==> src/rtl/spi_pkg.sv <==
// Shared constants for the SPI register link: frame layout, register map and
// controller state encoding.
package spi_pkg;

  localparam int unsigned FRAME_W  = 16;
  localparam int unsigned RW_BIT   = 15;
  localparam int unsigned ADDR_MSB = 14;
  localparam int unsigned ADDR_LSB = 8;
  localparam logic        RW_WRITE = 1'b1;

  localparam logic [6:0] REG_EN_OUT_7_0  = 7'h00;
  localparam logic [6:0] REG_EN_OUT_15_8 = 7'h01;
  localparam logic [6:0] REG_EN_PWM_7_0  = 7'h02;
  localparam logic [6:0] REG_EN_PWM_15_8 = 7'h03;
  localparam logic [6:0] REG_PWM_DUTY    = 7'h04;

  typedef enum logic [2:0] {
    ST_IDLE,
    ST_SETUP,
    ST_SHIFT,
    ST_HOLD,
    ST_GAP
  } state_t;

endpackage

==> src/rtl/spi_sclk_gen.sv <==
// SCLK half-period divider. Phase restarts (high half first) while start is
// asserted; ticks mark the cycles in which the registered sclk will change.
module spi_sclk_gen #(
  parameter int unsigned SCLK_HALF = 4
) (
  input  logic clk,
  input  logic rst,
  input  logic start,
  input  logic en,
  output logic sclk,
  output logic rise_tick,
  output logic fall_tick,
  output logic low_end
);

  localparam int unsigned CW = $clog2(SCLK_HALF) + 1;

  logic [CW-1:0] cnt;
  logic          hi;
  logic          last;

  assign last = (cnt == CW'(SCLK_HALF - 1));

  always_ff @(posedge clk or posedge rst) begin
    if (rst) begin
      cnt <= '0;
      hi  <= 1'b1;
    end else if (start) begin
      cnt <= '0;
      hi  <= 1'b1;
    end else if (en) begin
      if (last) begin
        cnt <= '0;
        hi  <= ~hi;
      end else begin
        cnt <= cnt + CW'(1);
      end
    end
  end

  assign sclk      = en & hi;
  assign rise_tick = en & hi & (cnt == '0);
  assign fall_tick = en & hi & last;
  assign low_end   = en & ~hi & last;

endmodule

==> src/rtl/spi_controller.sv <==
// SPI mode-0 initiator, MSB first, 16-bit {rw, addr, data} frames, driven by a
// valid/ready command handshake.
module spi_controller
  import spi_pkg::*;
#(
  parameter int unsigned SCLK_HALF = 4,
  parameter int unsigned CS_SETUP  = 4,
  parameter int unsigned CS_HOLD   = 4,
  parameter int unsigned CS_IDLE   = 4
) (
  input  logic       clk,
  input  logic       rst,
  input  logic       cmd_valid,
  output logic       cmd_ready,
  input  logic       cmd_rw,
  input  logic [6:0] cmd_addr,
  input  logic [7:0] cmd_wdata,
  output logic       busy,
  output logic       done,
  output logic [7:0] rdata,
  output logic       sclk,
  output logic       copi,
  output logic       cs_n,
  input  logic       cipo
);

  state_t             state, next_state;
  logic [15:0]        tcnt;
  logic [3:0]         bit_cnt;
  logic [FRAME_W-1:0] tx;
  logic [7:0]         rx;
  logic               accept;
  logic               sclk_lvl, rise_tick, fall_tick, low_end;
  logic               cs_n_d, sclk_d, copi_d, done_d, busy_d, ready_d;

  assign accept = cmd_valid & cmd_ready & (state == ST_IDLE);

  spi_sclk_gen #(.SCLK_HALF(SCLK_HALF)) u_sclk_gen (
    .clk       (clk),
    .rst       (rst),
    .start     (state == ST_SETUP),
    .en        (state == ST_SHIFT),
    .sclk      (sclk_lvl),
    .rise_tick (rise_tick),
    .fall_tick (fall_tick),
    .low_end   (low_end)
  );

  always_ff @(posedge clk or posedge rst) begin
    if (rst) state <= ST_IDLE;
    else     state <= next_state;
  end

  always_comb begin
    next_state = state;
    unique case (state)
      ST_IDLE:  if (accept)                          next_state = ST_SETUP;
      ST_SETUP: if (tcnt == 16'(CS_SETUP - 1))       next_state = ST_SHIFT;
      ST_SHIFT: if (low_end && bit_cnt == 4'd15)     next_state = ST_HOLD;
      ST_HOLD:  if (tcnt == 16'(CS_HOLD - 1))        next_state = ST_GAP;
      ST_GAP:   if (tcnt == 16'(CS_IDLE - 1))        next_state = ST_IDLE;
      default:                                       next_state = ST_IDLE;
    endcase
  end

  always_ff @(posedge clk or posedge rst) begin
    if (rst) begin
      tcnt    <= '0;
      bit_cnt <= '0;
      tx      <= '0;
      rx      <= '0;
    end else begin
      tcnt <= (next_state != state) ? '0 : tcnt + 16'd1;
      if (state == ST_SETUP)
        bit_cnt <= '0;
      else if (low_end)
        bit_cnt <= bit_cnt + 4'd1;
      if (accept) begin
        tx[RW_BIT]            <= cmd_rw;
        tx[ADDR_MSB:ADDR_LSB] <= cmd_addr;
        tx[7:0]               <= (cmd_rw == RW_WRITE) ? cmd_wdata : 8'h00;
      end else if (fall_tick && bit_cnt != 4'd15) begin
        tx <= {tx[FRAME_W-2:0], 1'b0};
      end
      // Only the last eight sampled bits (the data byte) survive in rx.
      if (rise_tick)
        rx <= {rx[6:0], cipo};
    end
  end

  // Output decode is registered below, so every pin lags the state by one clk.
  always_comb begin
    cs_n_d  = !(state inside {ST_SETUP, ST_SHIFT, ST_HOLD});
    sclk_d  = sclk_lvl;
    copi_d  = !cs_n_d & tx[RW_BIT];
    done_d  = (state == ST_GAP) && (tcnt == '0);
    ready_d = (next_state == ST_IDLE);
    busy_d  = !ready_d;
  end

  always_ff @(posedge clk or posedge rst) begin
    if (rst) begin
      cs_n      <= 1'b1;
      sclk      <= 1'b0;
      copi      <= 1'b0;
      done      <= 1'b0;
      busy      <= 1'b0;
      cmd_ready <= 1'b0;
      rdata     <= '0;
    end else begin
      cs_n      <= cs_n_d;
      sclk      <= sclk_d;
      copi      <= copi_d;
      done      <= done_d;
      busy      <= busy_d;
      cmd_ready <= ready_d;
      if (done_d)
        rdata <= rx;
    end
  end

endmodule

==> config.mk <==
export PLATFORM = sky130hd
export DESIGN_NAME = spi_controller
export DESIGN_NICKNAME = d
export VERILOG_FILES = /design/src/rtl/spi_pkg.sv /design/src/rtl/spi_sclk_gen.sv /design/src/rtl/spi_controller.sv
export SDC_FILE = /design/constraint.sdc
export NUM_CORES = 1
export LEC_CHECK = 0
export ABC_AREA = 0
export CORE_UTILIZATION = 50
export CTS_CLUSTER_SIZE = 40
export DETAILED_ROUTE_END_ITERATION = 10
export PLACE_DENSITY = 0.72
export RECOVER_POWER = 25
export REMOVE_ABC_BUFFERS = 1
export SYNTH_ARGS = -nofsm -noshare
export SYNTH_HDL_FRONTEND = slang
export SYNTH_SLANG_ARGS = --single-unit
==> constraint.sdc <==
create_clock -name clk -period 2.7 [get_ports clk]
set_clock_uncertainty 0.1 [all_clocks]
set_input_delay 0.81 -clock clk [delete_from_list [all_inputs] [get_ports clk]]
set_output_delay 0.81 -clock clk [all_outputs]
set_load 0.005 [all_outputs]
==> impl_metrics.yaml, run 1 <==
synth:
  synthCells: 270
  synth_warnings: 0
  avgSynthCellArea_sq_um: 11.6
  netlist_area_sq_mm: 0.00314
  synth_top_area_share_pct: 50.2
  synth_largest_area_cell: "dfrtp_1"
  netlist_top_cells_area: "dfrtp_1 (50%), mux2_2 (12%), mux2i_1 (3.8%), xnor2_1 (3.1%), nor3_1 (2.7%)"
  synth_edf_count: 0
  synth-seq-cells: 65
  synth_ff_type: "dfrtp_1"
  synthArstFlopShare_pct: 100
  yosysUniqueCellTypes: 45
  synth-seq-area-share_pct: 51.9
place:
  placed_area_sq_mm: 0.00362
  io_buffers: 33
  post-dp-hpwl_microns: 4190
  place.gp.congestion: 0.794
critical_path:
  r2r-end: "rdata[5]"
  crit_fanout: 8
  cp.depth: 4
  path_buf_inv: 0
  path_class: "reg -> reg"
  worst_path_largest_cell_delay_ps: 560
  path_cells: "nor4_1 -> and4_1 -> and3_1 -> mux2_2"
  cp-start-kind: "flop"
  crit_arrival_ps: 2420
  cp_top_family: "simple AND/OR/NAND/NOR gates"
  r2r_cells: 4
  cp_slowest_cell: "nor4_1"
  required_ps: 2830
  r2r-start: "tcnt[7]"
  rrSetupSlack_ps: 410
  end_kind: "flop"
clock_tree:
  cts_setup_buffers: 0
  cts_hold_buf: 0
  path_clk_slew_ps: 80
  cts_tree: "built"
  post_cts_resized: 0
  cts_buffers: 9
  htreeDepth: 3
  clock_latency_ps: 350
  numClockSinks: 65
  clockBufferDepth: 2
  cts-root-buf: "clkbuf_8"
route:
  vias_per_cell: 5.55
  drtPass1Iterations: 4
  vias: 2177
  dr.first_iter.drc_count: 102
  wl_microns: 6010
  detail-route-antenna-nets: 0
  drc: 0
  wl_per_cell_microns: 15.3
worst_hold_path:
  worstHoldEndpoint: "rdata[1]"
  whs_path_depth: 1
  min_path_type: "reg -> reg"
  min_from: "rdata[1]"
power:
  power_density_mw_per_mm2: 496
  irDropWorstVdd_mv: 0.349
  power.leakage_uw: 0.00159
sta:
  rsz0062_at_grt: "false"
  slew_viol_final: 0
  finalSetupViolCount: 0
  setup_tns_ps: 0
  max_freq_mhz: 437
  hold_viol_final: 0
  min_period_ps: 2290
  worst_slew_pin_slew_ps: 747
  timing.final.crit_share_pct: 84.8
  max_slew_margin_pct: 49.7
finish:
  layout.nets: 337
  fin_area_sq_mm: 0.00380
  multi_input_area_sq_mm: 0.00139
  fill_cells: 488
  antennaDiodeCount: 0
  syn_to_final_growth_pct: 21.3
  drive_above_1_share_pct: 21.5
  final_cell_mix: "dfrtp_1 (63), mux2_2 (34), clkdlybuf4s50_1 (32), nor3_1 (17), nand3_1 (15)"
  final_common_cell: "dfrtp_1"
  regArea_sq_mm: 0.00163
floorplan:
  die_area_sq_mm: 0.00660
  pin_count: 34
  die_w_microns: 81.2
  start_util_pct: 52.4
  die_h_microns: 81.2
  fp-row-count: 28
  core_area_sq_mm: 0.00599
grt:
  grt_pass1_wl_microns: 9900
  grt_remaining_overflow: 0
  grt_usage_pct: 20.3
  antenna_found_initial: 0
  grt_start_max_net_pins: 29
  first_global_vias: 2104
run_status:
  status: "finished clean"
job:
  maxCapViolations: 0
## cells in the mapped netlist, drive strengths merged, types with 2 or more instances
| cell type | instances |
|---|---|
| nand4 | 8 |
| mux2 | 34 |
| and2 | 3 |
| dfrtp | 63 |
| o21ai | 8 |
| a211oi | 2 |
| o31ai | 3 |
| ha | 5 |
| nand2 | 13 |
| xor2 | 4 |
| nor3b | 2 |
| nor2 | 10 |
| xnor2 | 11 |
| dfstp | 2 |
| buf | 7 |
| a22o | 2 |
| mux2i | 12 |
| and3 | 3 |
| nor3 | 17 |
| or4 | 2 |
| clkbuf | 3 |
| inv | 15 |
| a21oi | 4 |
| nand3 | 15 |
| and4 | 2 |
| nor4 | 7 |
| nor4b | 2 |
## per-layer routing
layer | vias to the layer above | part of all wire (%) | global-route usage (%)
li1 | 1059 | - | -
met1 | 1062 | 47 | 27.0
met2 | 47 | 48 | 31.4
met3 | 9 | 3.9 | 5.17
met4 | 0 | 1.2 | 8.39
met5 | - | 0 | 0
## flip-flops by register name, indices dropped and copies added (netlist names)
signal / count
busy: 1
cs_n: 1
bit_cnt: 4
cmd_ready: 1
copi: 1
tcnt: 16
u_sclk_gen.hi: 1
state: 3
rdata: 8
tx: 16
rx: 8
sclk: 1
done: 1
u_sclk_gen.cnt: 3
## cells by family after synthesis
kind of cell / synth area share (%)
adders and majority gates: 1.99
buffers and inverters: 3.67
AOI/OAI and AO/OA: 4.98
DFF: 51.9
muxes: 16.0
and+or+nand+nor: 17.2
xor gates and xnor gates: 4.19
## stage by stage
stage | util, % | worst slack [ps] | power (uW) | hold WS, ps | instances
final | 63.5 | 410 | 1890 | 408 | 392
after global routing | 63.5 | 256 | 1960 | 423 | 392
after CTS | 63.8 | 392 | 1920 | 414 | 392
after detailed placement | 60.4 | 106 | 1070 | 389 | 376
after global placement | 60.4 | 130 | 1070 | 371 | 376
after floorplan | - | 167 | 1020 | 359 | 260
## how the worst max path moves through the flow
stage / from / end / slack, ps
after CTS: tcnt[7] / rdata[5] / 390
final: tcnt[7] / rdata[5] / 410
after global routing: tcnt[7] / rdata[5] / 260
after floorplan: rst / bit_cnt[0] / 170
after detailed placement: cmd_valid / tx[9] / 110
after global placement: cmd_valid / tx[10] / 130
## worst register-to-register path, stage by stage (launching register included)
cell and delay, ps:
dfrtp_1 430, nor4_1 560, and4_1 290, and3_1 410
mux2_2 390
## layout make-up
class	instances	share of cell area, %
inverter	16	1.58
sequential	65	42.8
timing repair buffer	41	11.2
multi-input combinational	179	36.6
tap	75	2.47
clock inverter	7	2.07
clock buffer	9	3.26
## where the power goes
group	switching (uW)	internal, uW	leakage [uW]
logic	27.5	32.9	0.000665
clock network	409	436	0.000104
registers	3.98	978	0.000819
No activity file was read; power rests on OpenSTA's default activity.
==> run 2: changes to the inputs <==
- clock period: 2.7 -> 2.4 ns (I/O delays scaled with it)
==> impl_metrics.yaml, run 2 (same netlist as run 1, synthesis figures left out) <==
critical_path:
  r2r-start: "tcnt[12]"
  rrSetupSlack_ps: 230
  cp-start-kind: "flop"
  path_cells: "clkdlybuf4s50_1"
  cp_top_family: "flip-flops"
  cp-startpoint: "cs_n"
  worst_path_largest_cell_delay_ps: 520
  path_class: "reg -> out"
  path_buf_inv: 1
  r2r_cells: 4
  cp_slowest_cell: "dfstp_2"
  endpoint: "cs_n"
  r2r-end: "rdata[5]"
  cp.depth: 1
  required_ps: 1580
  crit_arrival_ps: 1360
  crit_fanout: 1
  end_kind: "output pin"
finish:
  antennaDiodeCount: 0
  final_common_cell: "dfrtp_1"
  final_cell_mix: "dfrtp_1 (63), mux2_2 (34), clkdlybuf4s50_1 (32), nor3_1 (17), nand3_1 (15)"
  fill_cells: 457
  syn_to_final_growth_pct: 22.4
  drive_above_1_share_pct: 22.2
  reg_top3: "tcnt (16), tx (16)"
  layout.nets: 340
  final_util_pct: 64.1
route:
  wl_per_cell_microns: 15.8
  dr.first_iter.drc_count: 157
  drc: 0
  vias: 2233
  vias_per_cell: 5.65
  detail-route-antenna-nets: 0
  drtPass1Iterations: 4
  wl_microns: 6230
clock_tree:
  clock_latency_ps: 350
  path_clk_slew_ps: 80
  numClockSinks: 65
  cts_tree: "built"
  cts_buffers: 9
  cts_setup_buffers: 0
  post_cts_resized: 0
  clockBufferDepth: 2
  cts-root-buf: "clkbuf_8"
  htreeDepth: 3
  cts_hold_buf: 0
run_status:
  status: "finished clean"
floorplan:
  die_h_microns: 81.2
  die_w_microns: 81.2
  fp-row-count: 28
  die_area_sq_mm: 0.00660
  start_util_pct: 52.4
  pin_count: 34
  core_area_sq_mm: 0.00599
power:
  power.leakage_uw: 0.00160
  irDropWorstVdd_mv: 0.572
  total_power_uw: 2220
  power_density_mw_per_mm2: 578
worst_hold_path:
  min_path_type: "reg -> reg"
job:
  maxCapViolations: 0
grt:
  grt_remaining_overflow: 0
  antenna_found_initial: 0
  first_global_vias: 2097
  grt_start_max_net_pins: 66
  grt_usage_pct: 21.0
  grt_pass1_wl_microns: 10100
sta:
  setup_slack_ps: 215
  setup_tns_ps: 0
  min_period_ps: 2180
  rsz0062_at_grt: "false"
  slew_viol_final: 0
  finalSetupViolCount: 0
  max_freq_mhz: 458
  hold_viol_final: 0
  worst_slew_pin_slew_ps: 878
  max_slew_margin_pct: 41.5
  timing.final.crit_share_pct: 91.0
place:
  place.gp.congestion: 0.821
  io_buffers: 33
  post-dp-hpwl_microns: 4100
  pre_cts_slack_ps: 15.5
==> run 2: worst min-delay path by stage <==
stage               startpoint  cells after the start  endpoint
floorplan               tx[15]                      2      copi
global placement        tx[15]                      2      copi
detailed placement      tx[12]                      1    tx[12]
CTS                      tx[1]                      1     tx[1]
global route            tx[11]                      1    tx[11]
finish                  tx[12]                      1    tx[12]
==> run 2: power by group <==
group          internal, uW  switching [uW]
clock network           595             459
logic                  34.1            29.3
registers              1100            4.03
total                  1730             492
==> run 2: metal layers <==
layer / vias to the layer above / global-route usage, % / wire (microns)
met5: - / 0 / 0
met4: 0 / 6.61 / 62
met3: 9 / 7.08 / 245
met2: 52 / 31.9 / 3070
met1: 1104 / 28.1 / 2860
li1: 1068 / - / -
==> run 2: area by class of cell <==
cell class	count	area (sq um)	share of cell area (%)
Sequential cell	65	1630	42.4
Tap cell	75	93.8	2.44
Clock inverter	7	103	2.67
Clock buffer	9	124	3.22
Multi-Input combinational cell	179	1390	36.3
Inverter	16	60.1	1.56
Timing Repair Buffer	44	438	11.4
==> run 2: stage by stage <==
step / cell area (sq um) / instances / hold WS (ps)
floorplan: 3080 / 260 / 359
global placement: 3630 / 379 / 379
detailed placement: 3630 / 379 / 393
CTS: 3850 / 395 / 411
global route: 3840 / 395 / 427
finish: 3840 / 395 / 411
==> run 3: changes to the inputs <==
- MAX_ROUTING_LAYER: not set -> met4
==> impl_metrics.yaml, run 3 (same netlist as run 1, synthesis figures left out) <==
finish:
  final_cell_mix: "dfrtp_1 (63), mux2_2 (34), clkdlybuf4s50_1 (32), nor3_1 (17), nand3_1 (15)"
  final_cells: 395
  syn_to_final_growth_pct: 22.4
  antennaDiodeCount: 0
  multi_input_area_sq_mm: 0.00139
  reg_top3: "tcnt (16), tx (16)"
  final_util_pct: 64.1
  layout.nets: 340
  fin_area_sq_mm: 0.00384
  final_common_cell: "dfrtp_1"
  fill_cells: 457
  regArea_sq_mm: 0.00163
  drive_above_1_share_pct: 22.2
critical_path:
  required_ps: 1580
  crit_fanout: 1
  cp_top_family: "flip-flops"
  path_cells: "clkdlybuf4s50_1"
  r2r_cells: 4
  crit_arrival_ps: 1370
  cp_slowest_cell: "dfstp_2"
  rrSetupSlack_ps: 220
  path_class: "reg -> out"
  worst_path_largest_cell_delay_ps: 520
  cp-start-kind: "flop"
  r2r-start: "tcnt[12]"
  r2r-end: "rdata[5]"
  end_kind: "output pin"
  path_buf_inv: 1
grt:
  grt_remaining_overflow: 0
  grt_usage_pct: 21.6
  first_global_vias: 2093
  antenna_found_initial: 0
  grt_pass1_wl_microns: 10100
  grt_start_max_net_pins: 66
floorplan:
  pin_count: 34
  core_area_sq_mm: 0.00599
  fp-row-count: 28
  die_area_sq_mm: 0.00660
  die_h_microns: 81.2
  die_w_microns: 81.2
  start_util_pct: 52.4
job:
  maxCapViolations: 0
clock_tree:
  clockBufferDepth: 2
  cts_hold_buf: 0
  cts_setup_buffers: 0
  cts_buffers: 9
  cts_tree: "built"
  numClockSinks: 65
  htreeDepth: 3
  post_cts_resized: 0
  cts-root-buf: "clkbuf_8"
  clock_latency_ps: 350
  path_clk_slew_ps: 80
route:
  detail-route-antenna-nets: 0
  vias: 2216
  drtPass1Iterations: 4
  dr.first_iter.drc_count: 168
  wl_microns: 6210
  drc: 0
  wl_per_cell_microns: 15.7
  vias_per_cell: 5.61
worst_hold_path:
  min_path_type: "reg -> reg"
  worstHoldEndpoint: "tx[12]"
  whs_path_depth: 1
  min_from: "tx[12]"
sta:
  hold_ws_ps: 412
  hold_viol_final: 0
  min_period_ps: 2190
  max_slew_margin_pct: 41.6
  max_freq_mhz: 457
  worst_slew_pin_slew_ps: 875
  timing.final.crit_share_pct: 91.2
  finalSetupViolCount: 0
  rsz0062_at_grt: "false"
  setup_slack_ps: 212
  slew_viol_final: 0
power:
  irDropWorstVdd_mv: 0.574
  power_density_mw_per_mm2: 580
  power.leakage_uw: 0.00160
place:
  place.gp.congestion: 0.833
  pre_cts_slack_ps: 15.5
  placed_area_sq_mm: 0.00363
  post-dp-hpwl_microns: 4100
  dp.cells: 379
  io_buffers: 33
run_status:
  status: "finished clean"
## run 3: metal layers
metal | GRT usage, % | share of wire [%] | wire length (microns) | up-vias
li1 | - | - | - | 1069
met4 | 6.61 | 0.93 | 58 | 0
met5 | - | 0 | 0 | -
met2 | 32.0 | 49 | 3030 | 38
met3 | 7.08 | 3.2 | 201 | 8
met1 | 28.1 | 47 | 2910 | 1101
## run 3: area by class of cell
type | instances | area share (%)
clock inverter | 7 | 2.67
timing repair buffer | 44 | 11.4
multi-input combinational | 179 | 36.3
tap | 75 | 2.44
inverter | 16 | 1.56
clock buffer | 9 | 3.22
sequential | 65 | 42.4
## run 3: how the worst max path moves through the flow
stage                     cells after the start       from  slack, ps          to
after floorplan                               1        rst        -40  bit_cnt[0]
after global placement                        5  cmd_valid         40      tx[10]
after detailed placement                      5  cmd_valid         20       tx[8]
after CTS                                     1       cs_n        180        cs_n
after global routing                          4   tcnt[12]         90    rdata[3]
final                                         1       cs_n        210        cs_n
## run 3: metrics by stage
| step | total power, uW | setup TNS, ps |
|---|---|---|
| floorplan | 1150 | -2720 |
| global placement | 1190 | 0 |
| detailed placement | 1200 | 0 |
| CTS | 2260 | 0 |
| global route | 2310 | 0 |
| finish | 2230 | 0 |
## run 3: power by group
| group | total (uW) | internal [uW] | switching [uW] | leakage, uW |
|---|---|---|---|---|
| Combinational | 63.4 | 34.1 | 29.3 | 0.000673 |
| Sequential | 1100 | 1100 | 4.01 | 0.000819 |
| Clock | 1060 | 595 | 464 | 0.000110 |
| Total | 2230 | 1730 | 497 | 0.00160 |
